[src/rtl/packet_split_pkg.sv]
// Shared types and defaults for the packet splitter: framing-state encoding,
// default word widths and the statistics counter width.
package packet_split_pkg;

  localparam int DATA_W_DEF = 64;
  localparam int CTRL_W_DEF = 8;
  localparam int CNT_W      = 16;

  localparam logic [CNT_W-1:0] CNT_ONE = CNT_W'(1);

  typedef enum logic [1:0] {
    ST_IDLE = 2'b00,
    ST_HDR  = 2'b01,
    ST_BODY = 2'b10,
    ST_BAD  = 2'b11
  } state_e;

  // Preferred port wins if it has room, otherwise the other one.
  function automatic logic pick_port(input logic pref, input logic rdy0, input logic rdy1);
    logic pref_rdy;
    pref_rdy = pref ? rdy1 : rdy0;
    return pref_rdy ? pref : ~pref;
  endfunction

endpackage

[src/rtl/split_out_reg.sv]
// One output port's registered stage: strobe follows wr_en each cycle,
// ctrl/data capture only on a write and otherwise hold.
module split_out_reg
  import packet_split_pkg::*;
#(
  parameter int DATA_WIDTH = DATA_W_DEF,
  parameter int CTRL_WIDTH = CTRL_W_DEF
) (
  input  logic                  clk,
  input  logic                  reset,
  input  logic                  wr_en,
  input  logic [CTRL_WIDTH-1:0] ctrl_in,
  input  logic [DATA_WIDTH-1:0] data_in,
  output logic                  out_wr,
  output logic [CTRL_WIDTH-1:0] out_ctrl,
  output logic [DATA_WIDTH-1:0] out_data
);

  logic                  wr_d,   wr_q;
  logic [CTRL_WIDTH-1:0] ctrl_d, ctrl_q;
  logic [DATA_WIDTH-1:0] data_d, data_q;

  always_comb begin
    // NOTE: every signal gets its hold value first so no path leaves it unassigned (no latch).
    wr_d   = wr_en;
    ctrl_d = ctrl_q;
    data_d = data_q;
    if (wr_en) begin
      ctrl_d = ctrl_in;
      data_d = data_in;
    end
  end

  // NOTE: state registers use non-blocking assignment and are all cleared by reset.
  always_ff @(posedge clk or posedge reset) begin
    if (reset) begin
      wr_q   <= 1'b0;
      ctrl_q <= '0;
      data_q <= '0;
    end else begin
      wr_q   <= wr_d;
      ctrl_q <= ctrl_d;
      data_q <= data_d;
    end
  end

  assign out_wr   = wr_q;
  assign out_ctrl = ctrl_q;
  assign out_data = data_q;

endmodule

[src/rtl/packet_split.sv]
// Steers framed packets from one upstream stream to one of two output ports,
// alternating preference per packet and counting packets and dropped words.
module packet_split
  import packet_split_pkg::*;
#(
  parameter int DATA_WIDTH = DATA_W_DEF,
  parameter int CTRL_WIDTH = CTRL_W_DEF
) (
  input  logic                  clk,
  input  logic                  reset,
  input  logic                  in_wr,
  input  logic [CTRL_WIDTH-1:0] in_ctrl,
  input  logic [DATA_WIDTH-1:0] in_data,
  output logic                  in_rdy,
  output logic                  out_wr0,
  output logic [CTRL_WIDTH-1:0] out_ctrl0,
  output logic [DATA_WIDTH-1:0] out_data0,
  output logic                  out_wr1,
  output logic [CTRL_WIDTH-1:0] out_ctrl1,
  output logic [DATA_WIDTH-1:0] out_data1,
  input  logic                  out_rdy0,
  input  logic                  out_rdy1,
  output logic                  sel,
  output logic [1:0]            state,
  output logic [CNT_W-1:0]      pkt_cnt0,
  output logic [CNT_W-1:0]      pkt_cnt1,
  output logic [CNT_W-1:0]      drop_cnt
);

  state_e           state_d, state_q;
  logic             sel_d,   sel_q;
  logic             pref_d,  pref_q;
  logic [CNT_W-1:0] pkt0_d,  pkt0_q;
  logic [CNT_W-1:0] pkt1_d,  pkt1_q;
  logic [CNT_W-1:0] drop_d,  drop_q;

  logic rdy;
  logic accept;
  logic is_ctrl;
  logic dest;
  logic fwd0, fwd1;

  always_comb begin
    state_d = state_q;
    sel_d   = sel_q;
    pref_d  = pref_q;
    pkt0_d  = pkt0_q;
    pkt1_d  = pkt1_q;
    drop_d  = drop_q;
    fwd0    = 1'b0;
    fwd1    = 1'b0;
    dest    = sel_q;
    is_ctrl = (in_ctrl != '0);

    // Mid-packet only the locked port's room matters.
    unique case (state_q)
      ST_IDLE:         rdy = out_rdy0 | out_rdy1;
      ST_HDR, ST_BODY: rdy = sel_q ? out_rdy1 : out_rdy0;
      default:         rdy = 1'b0;
    endcase
    accept = in_wr & rdy;

    if (in_wr && !rdy) begin
      drop_d = drop_q + CNT_ONE;
    end

    unique case (state_q)
      ST_IDLE: begin
        if (accept) begin
          if (is_ctrl) begin
            dest    = pick_port(pref_q, out_rdy0, out_rdy1);
            sel_d   = dest;
            state_d = ST_HDR;
            fwd0    = ~dest;
            fwd1    = dest;
          end else begin
            drop_d = drop_q + CNT_ONE;
          end
        end
      end
      ST_HDR: begin
        if (accept) begin
          fwd0 = ~sel_q;
          fwd1 = sel_q;
          if (!is_ctrl) begin
            state_d = ST_BODY;
          end
        end
      end
      ST_BODY: begin
        if (accept) begin
          fwd0 = ~sel_q;
          fwd1 = sel_q;
          if (is_ctrl) begin
            state_d = ST_IDLE;
            pref_d  = ~pref_q;
            if (sel_q) pkt1_d = pkt1_q + CNT_ONE;
            else       pkt0_d = pkt0_q + CNT_ONE;
          end
        end
      end
      default: state_d = ST_IDLE;
    endcase
  end

  always_ff @(posedge clk or posedge reset) begin
    if (reset) begin
      state_q <= ST_IDLE;
      sel_q   <= 1'b0;
      pref_q  <= 1'b0;
      pkt0_q  <= '0;
      pkt1_q  <= '0;
      drop_q  <= '0;
    end else begin
      state_q <= state_d;
      sel_q   <= sel_d;
      pref_q  <= pref_d;
      pkt0_q  <= pkt0_d;
      pkt1_q  <= pkt1_d;
      drop_q  <= drop_d;
    end
  end

  split_out_reg #(
    .DATA_WIDTH(DATA_WIDTH),
    .CTRL_WIDTH(CTRL_WIDTH)
  ) u_out0 (
    .clk     (clk),
    .reset   (reset),
    .wr_en   (fwd0),
    .ctrl_in (in_ctrl),
    .data_in (in_data),
    .out_wr  (out_wr0),
    .out_ctrl(out_ctrl0),
    .out_data(out_data0)
  );

  split_out_reg #(
    .DATA_WIDTH(DATA_WIDTH),
    .CTRL_WIDTH(CTRL_WIDTH)
  ) u_out1 (
    .clk     (clk),
    .reset   (reset),
    .wr_en   (fwd1),
    .ctrl_in (in_ctrl),
    .data_in (in_data),
    .out_wr  (out_wr1),
    .out_ctrl(out_ctrl1),
    .out_data(out_data1)
  );

  assign in_rdy   = rdy;
  assign sel      = sel_q;
  assign state    = state_q;
  assign pkt_cnt0 = pkt0_q;
  assign pkt_cnt1 = pkt1_q;
  assign drop_cnt = drop_q;

endmodule

[config.mk]
export PLATFORM = sky130hd
export DESIGN_NAME = packet_split
export DESIGN_NICKNAME = d
export VERILOG_FILES = /design/src/rtl/packet_split_pkg.sv /design/src/rtl/split_out_reg.sv /design/src/rtl/packet_split.sv
export SDC_FILE = /design/constraint.sdc
export NUM_CORES = 1
export LEC_CHECK = 0
export CAP_MARGIN = 25
export CORE_MARGIN = 1
export CORE_UTILIZATION = 49
export CTS_CLUSTER_DIAMETER = 50
export DETAILED_ROUTE_END_ITERATION = 12
export MAX_ROUTING_LAYER = met4
export PLACE_DENSITY = 0.94
export SYNTH_ARGS = -nofsm -noshare
export SYNTH_HDL_FRONTEND = slang
export SYNTH_SLANG_ARGS = --single-unit
[constraint.sdc]
create_clock -name clk -period 19.5 [get_ports clk]
set_clock_uncertainty 0.15 [all_clocks]
set_input_delay 3.9 -clock clk [delete_from_list [all_inputs] [get_ports clk]]
set_output_delay 3.9 -clock clk [all_outputs]
set_load 0.01 [all_outputs]
==> impl_metrics.py, run 1 <==
metrics = {
    "critical_path": {
        "cp_cell_sequence": "clkdlybuf4s50_1 > o21ai_0 > o22a_1 > inv_4 > clkdlybuf4s50_1",
        "critPathMostFrequentCell": "clkdlybuf4s50_1",
        "end_kind": "primary output",
        "crit_buf_inv": 3,
        "start_kind": "primary input",
        "crit_family": "buffers and inverters",
        "crit_slowest_cell": "clkdlybuf4s50_1",
        "critPathArrivalTime_ps": 5630,
        "critical_path.max_fanout": 10,
        "worstPathRequired_ps": 15450,
        "worstSetupPathType": "in2out",
        "slowest_delay_ps": 520,
    },
    "detailed_routing": {
        "drt_wl_total_um": 21100,
        "detail_route.first_pass.iterations": 4,
        "vias_per_cell": 5.22,
        "dr.first_iter.drc_count": 329,
        "drt.antenna.violating_nets": 0,
        "wl_per_cell_um": 20.1,
        "drc": 0,
        "via_count": 5455,
    },
    "sta": {
        "worstMarginPinSlew_ps": 953,
        "setup_viol": 0,
        "period_needed_ps": 9680,
        "final-hold-violation-count": 0,
        "finalCritPeriodShare": 0.496,
        "tns_ps": 0,
        "drv_slew": 0,
        "rsz0062_at_grt": "no",
        "timing.fmax_mhz": 103,
        "slew_headroom": 0.365,
        "layout_setup_ws_ps": 9820,
    },
    "clock_network": {
        "htreeDepth": 4,
        "cts-root-buf": "clkbuf_16",
        "insertion_delay_ps": 430,
        "clk_pin_slew_ps": 70,
        "cts_hold_buffers": 0,
        "cts_tree": "yes",
        "clockBufferDepth": 2,
        "cts_made_buffers": 17,
        "postCtsResizedCells": 0,
        "clock_sinks": 198,
        "post_cts_buffers": 0,
    },
    "synth": {
        "synth_edf_count": 0,
        "syn_area_um2": 8210,
        "ys_seq_area_frac": 0.604,
        "synthDistinctLibCells": 37,
        "yosys_warnings": 0,
        "postSynthCellCount": 539,
        "synthArstFlopShare": 1.00,
        "ys.flop_type": "dfrtp_1",
        "avgSynthCellArea_um2": 15.2,
        "ys_seq_elements": 198,
        "syn-num-nets": 624,
    },
    "placement": {
        "globalplace.congestion": 0.821,
        "dp_slack_ps": 9840,
        "hpwlAfterDp_um": 14700,
        "port-buffer-count": 274,
    },
    "cells_and_area": {
        "nFillCells": 1044,
        "syn2layout_area_growth_pct": 42.8,
        "layout_commonest_cell": "clkdlybuf4s50_1",
        "drive_gt1_frac": 0.234,
        "final_net_count": 901,
        "layout_common_cells": "274 x clkdlybuf4s50_1, 198 x dfrtp_1, 79 x mux2_2, 69 x mux2_4, 31 x xnor2_1",
    },
    "pwr": {
        "clkPwrFrac": 0.185,
        "p_sw_frac": 0.311,
        "p_int_mw": 1.28,
        "power_switching_mw": 0.580,
        "powerDensity_nw_per_um2": 159,
        "power.leakage_nw": 5.19,
        "comb_power_share": 0.446,
        "vdd_ir_drop_max_v": 0.0000899,
        "p_seq_frac": 0.369,
    },
    "floorplanning": {
        "coreArea_um2": 16100,
        "row_count": 46,
        "die_y_um": 131,
        "die_w_um": 131,
        "initial_core_util": 0.509,
        "ioPinCount": 275,
        "die_area_um2": 17300,
    },
    "grt": {
        "use_met3": 0.0687,
        "grt_use_total": 0.260,
        "met2_usage": 0.432,
        "grt_pass1_wl_um": 33300,
        "antenna_found_initial": 1,
        "grt_pass1_vias": 5723,
        "grt-ovfl-total": 0,
        "top_usage_layer": "met2",
        "grt_use_met1": 0.302,
        "grt_max_degree": 117,
    },
    "outcome": {
        "outcome": "finished, final reports clean",
    },
    "run": {
        "drv_cap": 0,
    },
    "hold_path": {
        "hp-class": "reg2reg",
    },
}
-- synthesized netlist by cell type, types with 2 or more instances --
| library cell | number | area [um2] |
|---|---|---|
| mux2_4 | 69 | 1040 |
| nor4_1 | 4 | 25.0 |
| nor2_1 | 7 | 26.3 |
| dfrtp_1 | 198 | 4950 |
| mux2_2 | 79 | 890 |
| or4_1 | 2 | 15.0 |
| inv_1 | 11 | 41.3 |
| nand2_1 | 19 | 71.3 |
| nand4_1 | 12 | 75.1 |
| nand2b_1 | 2 | 12.5 |
| xor2_1 | 15 | 131 |
| and3_1 | 8 | 50.1 |
| xnor2_1 | 31 | 272 |
| o31a_1 | 2 | 17.5 |
| ha_1 | 8 | 100 |
| nand3_1 | 17 | 85.1 |
| a21oi_1 | 2 | 10.0 |
| o21ai_0 | 3 | 15.0 |
| buf_6 | 9 | 101 |
| and4_1 | 4 | 35.0 |
| buf_2 | 10 | 50.1 |
| nor3_1 | 9 | 45.0 |
| nor4_2 | 4 | 50.1 |
-- worst paths after layout --
| kind | start | to | slack, ps | cells past startpoint |
|---|---|---|---|---|
| min | drop_cnt[15] | drop_cnt[15] | 330 | 1 |
| max | out_rdy0 | in_rdy | 9820 | 5 |
| max reg2reg | state[1] | u_out1.out_data[9] | 15650 | 9 |
| min reg2reg | drop_cnt[15] | drop_cnt[15] | 330 | 1 |
| min in group asynchronous | reset | u_out0.out_data[45] | 3890 | 2 |
| max in group asynchronous | reset | u_out1.out_data[55] | 14120 | 4 |
-- power by group through the flow --
stage / Sequential, mW / Combinational, mW / Clock, mW
floorplan: 0.751 / 0.337 / 0
global placement: 0.677 / 0.811 / 0
detailed placement: 0.692 / 0.832 / 0
CTS: 0.688 / 0.840 / 0.350
global route: 0.708 / 0.873 / 0.368
finish: 0.688 / 0.832 / 0.344
-- final cells by class --
type	count	area (um2)	area share
Clock buffer	19	453	0.0386
Sequential cell	198	4950	0.423
Clock inverter	13	124	0.0106
Timing Repair Buffer	278	2790	0.238
Multi-Input combinational cell	309	3070	0.262
Tap cell	216	270	0.0231
Antenna cell	1	2.50	0.000213
Inverter	12	55.1	0.00470
-- state kept, by name (all words and copies together) (netlist names) --
name             flops
state                2
u_out0.out_data     64
u_out1.out_data     64
sel                  1
drop_cnt            16
pkt_cnt0            16
pkt_cnt1            16
u_out1.out_ctrl      8
u_out0.out_wr        1
u_out1.out_wr        1
u_out0.out_ctrl      8
pref_q               1
-- logic make-up after synthesis --
group                      Yosys count  synth area share
AOI/OAI and AO/OA                   13            0.0107
xor gates and xnor gates            46            0.0491
adders and majority gates            8            0.0122
buffers and inverters               32            0.0247
DFF                                198             0.604
muxes                              149             0.236
and+or+nand+nor                     93            0.0640
-- worst register-to-register path: stages, from the launching register on --
cell and delay [ps]:
dfrtp_1 480, inv_1 120, ha_1 370, nand2b_1 90, o22a_1 340, inv_4 160
nand2_2 100, a211oi_4 670, buf_4 770, mux2_2 480
-- per-layer routing --
| layer | up-vias | part of all wire |
|---|---|---|
| met1 | 2752 | 0.40 |
| met3 | 43 | 0.059 |
| met2 | 204 | 0.51 |
| li1 | 2456 | - |
| met4 | 0 | 0.028 |
| met5 | - | 0 |
-- metrics by stage --
step | utilization | area, um2 | instances | hold WS [ps] | power, mW
global route | 0.727 | 11700 | 1046 | 335 | 1.95
finish | 0.727 | 11700 | 1046 | 327 | 1.86
detailed placement | 0.690 | 11100 | 1012 | 319 | 1.52
floorplan | - | 8210 | 539 | 308 | 1.09
CTS | 0.725 | 11700 | 1044 | 330 | 1.88
global placement | 0.690 | 11100 | 1012 | 311 | 1.49
Note: power is estimated with default switching activity, not from simulation.
==> inputs of run 2 (changes only) <==
CORE_UTILIZATION = 41   (was 49)
PLACE_DENSITY = 0.85   (was 0.94)
clock period = 7.75 ns   (was 19.5 ns; I/O delays follow)
==> run 2 against run 1 <==
Non-clock buffer count did not move. Register-to-register slack got worse by 12000 ps. Sequential power rose by 150%. Combinational power rose by 150%. Largest power group unchanged. Highest routed layer unchanged.
==> impl_metrics.py, run 2 (synthesis results as in run 1) <==
metrics = {
    "sta": {
        "tns_ps": 0,
        "timing.fmax_mhz": 198,
        "finalCritPeriodShare": 0.653,
        "rsz0062_at_grt": "no",
        "drv_slew": 0,
        "final-hold-violation-count": 0,
        "slew_headroom": 0.337,
        "period_needed_ps": 5060,
        "setup_viol": 0,
        "worstMarginPinSlew_ps": 995,
    },
    "cells_and_area": {
        "n_antenna_cell": 0,
        "drive_gt1_frac": 0.234,
        "layout_commonest_cell": "clkdlybuf4s50_1",
        "syn2layout_area_growth_pct": 43.6,
        "final_net_count": 901,
        "layout_common_cells": "274 x clkdlybuf4s50_1, 198 x dfrtp_1, 79 x mux2_2, 69 x mux2_4, 31 x xnor2_1",
        "final_area_um2": 11800,
    },
    "pwr": {
        "power_switching_mw": 1.46,
        "p_seq_frac": 0.366,
        "comb_power_share": 0.444,
        "p_sw_frac": 0.313,
        "clkPwrFrac": 0.191,
        "power.total_mw": 4.67,
        "powerDensity_nw_per_um2": 396,
        "vdd_ir_drop_max_v": 0.000175,
        "power.leakage_nw": 5.19,
        "p_int_mw": 3.20,
    },
    "detailed_routing": {
        "drt.antenna.violating_nets": 0,
        "drt_wl_total_um": 19500,
        "via_count": 5375,
        "dr.first_iter.drc_count": 145,
        "vias_per_cell": 4.91,
        "detail_route.first_pass.iterations": 4,
        "drc": 0,
        "wl_per_cell_um": 17.8,
    },
    "clock_network": {
        "cts-root-buf": "clkbuf_16",
        "cts_made_buffers": 17,
        "clk_pin_slew_ps": 80,
        "htreeDepth": 4,
        "postCtsResizedCells": 0,
        "cts_hold_buffers": 0,
        "cts_tree": "yes",
        "insertion_delay_ps": 420,
        "clockBufferDepth": 2,
        "post_cts_buffers": 0,
        "clock_sinks": 198,
    },
    "floorplanning": {
        "coreArea_um2": 19500,
        "die_w_um": 144,
        "die_area_um2": 20600,
        "row_count": 51,
        "initial_core_util": 0.420,
        "die_y_um": 144,
        "ioPinCount": 275,
    },
    "run": {
        "drv_cap": 0,
    },
    "grt": {
        "grt-ovfl-total": 0,
        "grt_max_degree": 126,
        "grt_use_total": 0.195,
        "grt_pass1_vias": 5406,
        "grt_pass1_wl_um": 29700,
        "antenna_found_initial": 0,
    },
    "critical_path": {
        "end_kind": "flip-flop",
        "worstSetupPathType": "in2reg",
        "critPathArrivalTime_ps": 5210,
        "critical_path.max_fanout": 51,
        "start_kind": "primary input",
        "worstPathRequired_ps": 7900,
        "r2r_slack_ps": 4100,
    },
    "placement": {
        "port-buffer-count": 274,
        "placed_area_um2": 11200,
        "hpwlAfterDp_um": 14000,
        "globalplace.congestion": 0.823,
    },
    "outcome": {
        "outcome": "finished, final reports clean",
    },
    "hold_path": {
        "hp-class": "reg2reg",
    },
}
-- run 2: layer usage --
| layer | share of wire | GRT usage | vias up |
|---|---|---|---|
| met5 | 0 | - | - |
| met4 | 0.016 | 0.0560 | 0 |
| met3 | 0.081 | 0.0566 | 21 |
| met2 | 0.49 | 0.318 | 194 |
| met1 | 0.42 | 0.234 | 2703 |
| li1 | - | - | 2457 |
-- run 2: through the flow --
step	utilization	worst slack (ps)	hold WS, ps	std cells
6_report	0.604	2690	325	1094
5_1_grt	0.604	2500	337	1094
4_1_cts	0.604	2680	332	1094
3_5_place_dp	0.573	2250	320	1062
3_3_place_gp	0.573	2310	311	1062
2_1_floorplan	-	653	308	539
-- run 2: layout make-up --
class | instances | area [um2]
fill | 1543 | 7730
tap | 265 | 332
timing repair buffer | 278 | 2770
multi-input combinational | 309 | 3070
clock buffer | 17 | 425
sequential | 198 | 4950
clock inverter | 15 | 183
inverter | 12 | 55.1
-- run 2: path summary, 6_finish.rpt --
path / start / end / cells after the start
setup / recovery: in_ctrl[1] / u_out0.out_data[53] / 7
max in group asynchronous: reset / pkt_cnt1[6] / 3
hold reg to reg: pkt_cnt0[15] / pkt_cnt0[15] / 1
setup reg to reg: state[1] / u_out0.out_data[53] / 9
min in group asynchronous: reset / u_out1.out_data[63] / 2
hold / removal: pkt_cnt0[15] / pkt_cnt0[15] / 1
-- run 2: power groups by stage --
stage,registers (mW),logic (mW),clock network (mW)
CTS,1.71,2.10,0.911
global placement,1.71,2.04,0
detailed placement,1.73,2.09,0
floorplan,1.89,0.847,0
global route,1.76,2.20,0.954
finish,1.71,2.07,0.890
-- run 2: critical path, stage by stage --
cell,delay [ps]
clkdlybuf4s50_1,500
or4_1,580
nor2_1,670
o31a_1,220
or3_4,770
buf_4,540
mux2_4,340
==> inputs of run 3 (changes only) <==
clock period = 4.3 ns   (was 7.75 ns; I/O delays follow)
==> run 3 against run 2 <==
Via count down 0.24%. Setup slack worse by 2000 ps. Sequential cell count did not move. Clock-buffer cell count is the same. Utilization rose by 0.29 points. First-iteration DRC count increased by 23%. Routed wire length shrank 0.48%. Sequential power increased by 80%. Global-route usage barely moved. Sequential share of layout area fell by 0.20 points. Die area unchanged.
==> impl_metrics.py, run 3 (synthesis results as in run 1) <==
metrics = {
    "sta": {
        "slew_headroom": 0.438,
        "drv_slew": 0,
        "rsz0062_at_grt": "no",
        "setup_viol": 0,
        "worstMarginPinSlew_ps": 844,
        "final-hold-violation-count": 0,
        "timing.fmax_mhz": 281,
        "period_needed_ps": 3560,
        "finalCritPeriodShare": 0.829,
        "tns_ps": 0,
    },
    "critical_path": {
        "timing.rr.end": "u_out0.out_data[58]",
        "reg2reg_depth": 9,
        "end_kind": "primary output",
        "worstPathRequired_ps": 3290,
        "r2r_slack_ps": 1100,
        "crit_slowest_cell": "clkdlybuf4s50_1",
        "critPathArrivalTime_ps": 2550,
        "worstSetupPathType": "reg2out",
        "worstSetupStartpoint": "state[1]",
        "cp_cell_sequence": "inv_1 > ha_1 > nand2b_1 > o22a_1 > inv_4 > clkdlybuf4s50_1",
        "crit_family": "buffers and inverters",
        "reg2reg_from": "state[1]",
        "start_kind": "flip-flop",
        "critical_path.max_fanout": 10,
        "slowest_delay_ps": 560,
        "crit_buf_inv": 3,
    },
    "cells_and_area": {
        "final_net_count": 905,
        "drive_gt1_frac": 0.238,
        "layout_commonest_cell": "clkdlybuf4s50_1",
        "syn2layout_area_growth_pct": 44.3,
        "layout_common_cells": "274 x clkdlybuf4s50_1, 198 x dfrtp_1, 79 x mux2_2, 69 x mux2_4, 31 x xnor2_1",
        "utilization": 0.607,
        "n_antenna_cell": 0,
    },
    "detailed_routing": {
        "via_count": 5362,
        "drt_wl_total_um": 19400,
        "detail_route.first_pass.iterations": 4,
        "vias_per_cell": 4.88,
        "drt.antenna.violating_nets": 0,
        "drc": 0,
        "dr.first_iter.drc_count": 178,
        "wl_per_cell_um": 17.7,
    },
    "clock_network": {
        "cts_made_buffers": 17,
        "htreeDepth": 4,
        "cts-root-buf": "clkbuf_16",
        "cts_hold_buffers": 0,
        "cts_tree": "yes",
        "insertion_delay_ps": 420,
        "clk_pin_slew_ps": 80,
        "post_cts_buffers": 0,
        "clock_sinks": 198,
        "postCtsResizedCells": 0,
        "clockBufferDepth": 2,
    },
    "placement": {
        "globalplace.congestion": 0.828,
        "hpwlAfterDp_um": 14100,
        "port-buffer-count": 274,
    },
    "grt": {
        "grt_pass1_vias": 5387,
        "grt_max_degree": 85,
        "grt_use_total": 0.195,
        "grt_pass1_wl_um": 29800,
        "antenna_found_initial": 0,
        "grt-ovfl-total": 0,
    },
    "pwr": {
        "powerDensity_nw_per_um2": 710,
        "comb_power_share": 0.445,
        "power.leakage_nw": 5.22,
        "p_sw_frac": 0.312,
        "vdd_ir_drop_max_v": 0.000334,
        "clkPwrFrac": 0.190,
        "power_switching_mw": 2.62,
        "p_int_mw": 5.79,
        "p_seq_frac": 0.365,
    },
    "floorplanning": {
        "initial_core_util": 0.420,
        "die_y_um": 144,
        "coreArea_um2": 19500,
        "ioPinCount": 275,
        "die_area_um2": 20600,
        "row_count": 51,
        "die_w_um": 144,
    },
    "hold_path": {
        "hp-start": "pkt_cnt0[15]",
        "min_path_cells": 1,
        "hold_end": "pkt_cnt0[15]",
        "hp-class": "reg2reg",
    },
    "outcome": {
        "outcome": "finished, final reports clean",
    },
    "run": {
        "drv_cap": 0,
    },
}
-- run 3: cell count changes in the layout (fill, tap and decap cells not counted), sizes merged --
cell | previous run | this run
buf | 4 | 8
clkinv | 8 | 6
inv | 18 | 20
-- run 3: how the worst max path moves through the flow --
stage | cells past startpoint | slack [ps] | endpoint
finish | 6 | 740 | in_rdy
global route | 6 | 610 | in_rdy
CTS | 6 | 750 | in_rdy
detailed placement | 7 | 640 | u_out0.out_data[15]
global placement | 7 | 670 | u_out0.out_data[15]
floorplan | 1 | 730 | drop_cnt[0]
-- run 3: area by class of cell --
type	count	area, um2
fill	1540	7680
sequential	198	4950
multi-input combinational	309	3070
timing repair buffer	282	2840
clock buffer	17	425
tap	265	332
clock inverter	15	175
inverter	12	51.3
-- run 3: power groups by stage --
stage | Clock [mW] | Sequential, mW | Combinational (mW)
finish | 1.60 | 3.07 | 3.74
global route | 1.71 | 3.17 | 3.98
CTS | 1.64 | 3.08 | 3.79
detailed placement | 0 | 3.11 | 3.78
global placement | 0 | 3.08 | 3.69
floorplan | 0 | 3.40 | 1.53
-- run 3: stage by stage --
step	cell area (um2)	hold slack [ps]	setup slack, ps	std cells	power [mW]
after global placement	11200	311	674	1066	6.77
after global routing	11800	339	606	1098	8.86
after CTS	11800	327	754	1098	8.52
final	11800	321	735	1098	8.41
after detailed placement	11200	315	636	1066	6.89
after floorplan	8210	308	730	539	4.93
-- run 3: layer usage --
metal / up-vias / share of wire / track usage
met3: 19 / 0.071 / 0.0480
met1: 2681 / 0.42 / 0.242
met4: 0 / 0.014 / 0.0588
li1: 2473 / - / -
met2: 189 / 0.49 / 0.314
met5: - / 0 / -
-- run 3: worst reg2reg max path, stage by stage, from the launching register on --
cell and delay, ps:
dfrtp_1 480, inv_1 120, ha_1 360, nand2b_1 100, o22a_1 410, inv_4 110
nand2_2 150, or3_4 150, buf_4 640, mux2_4 410
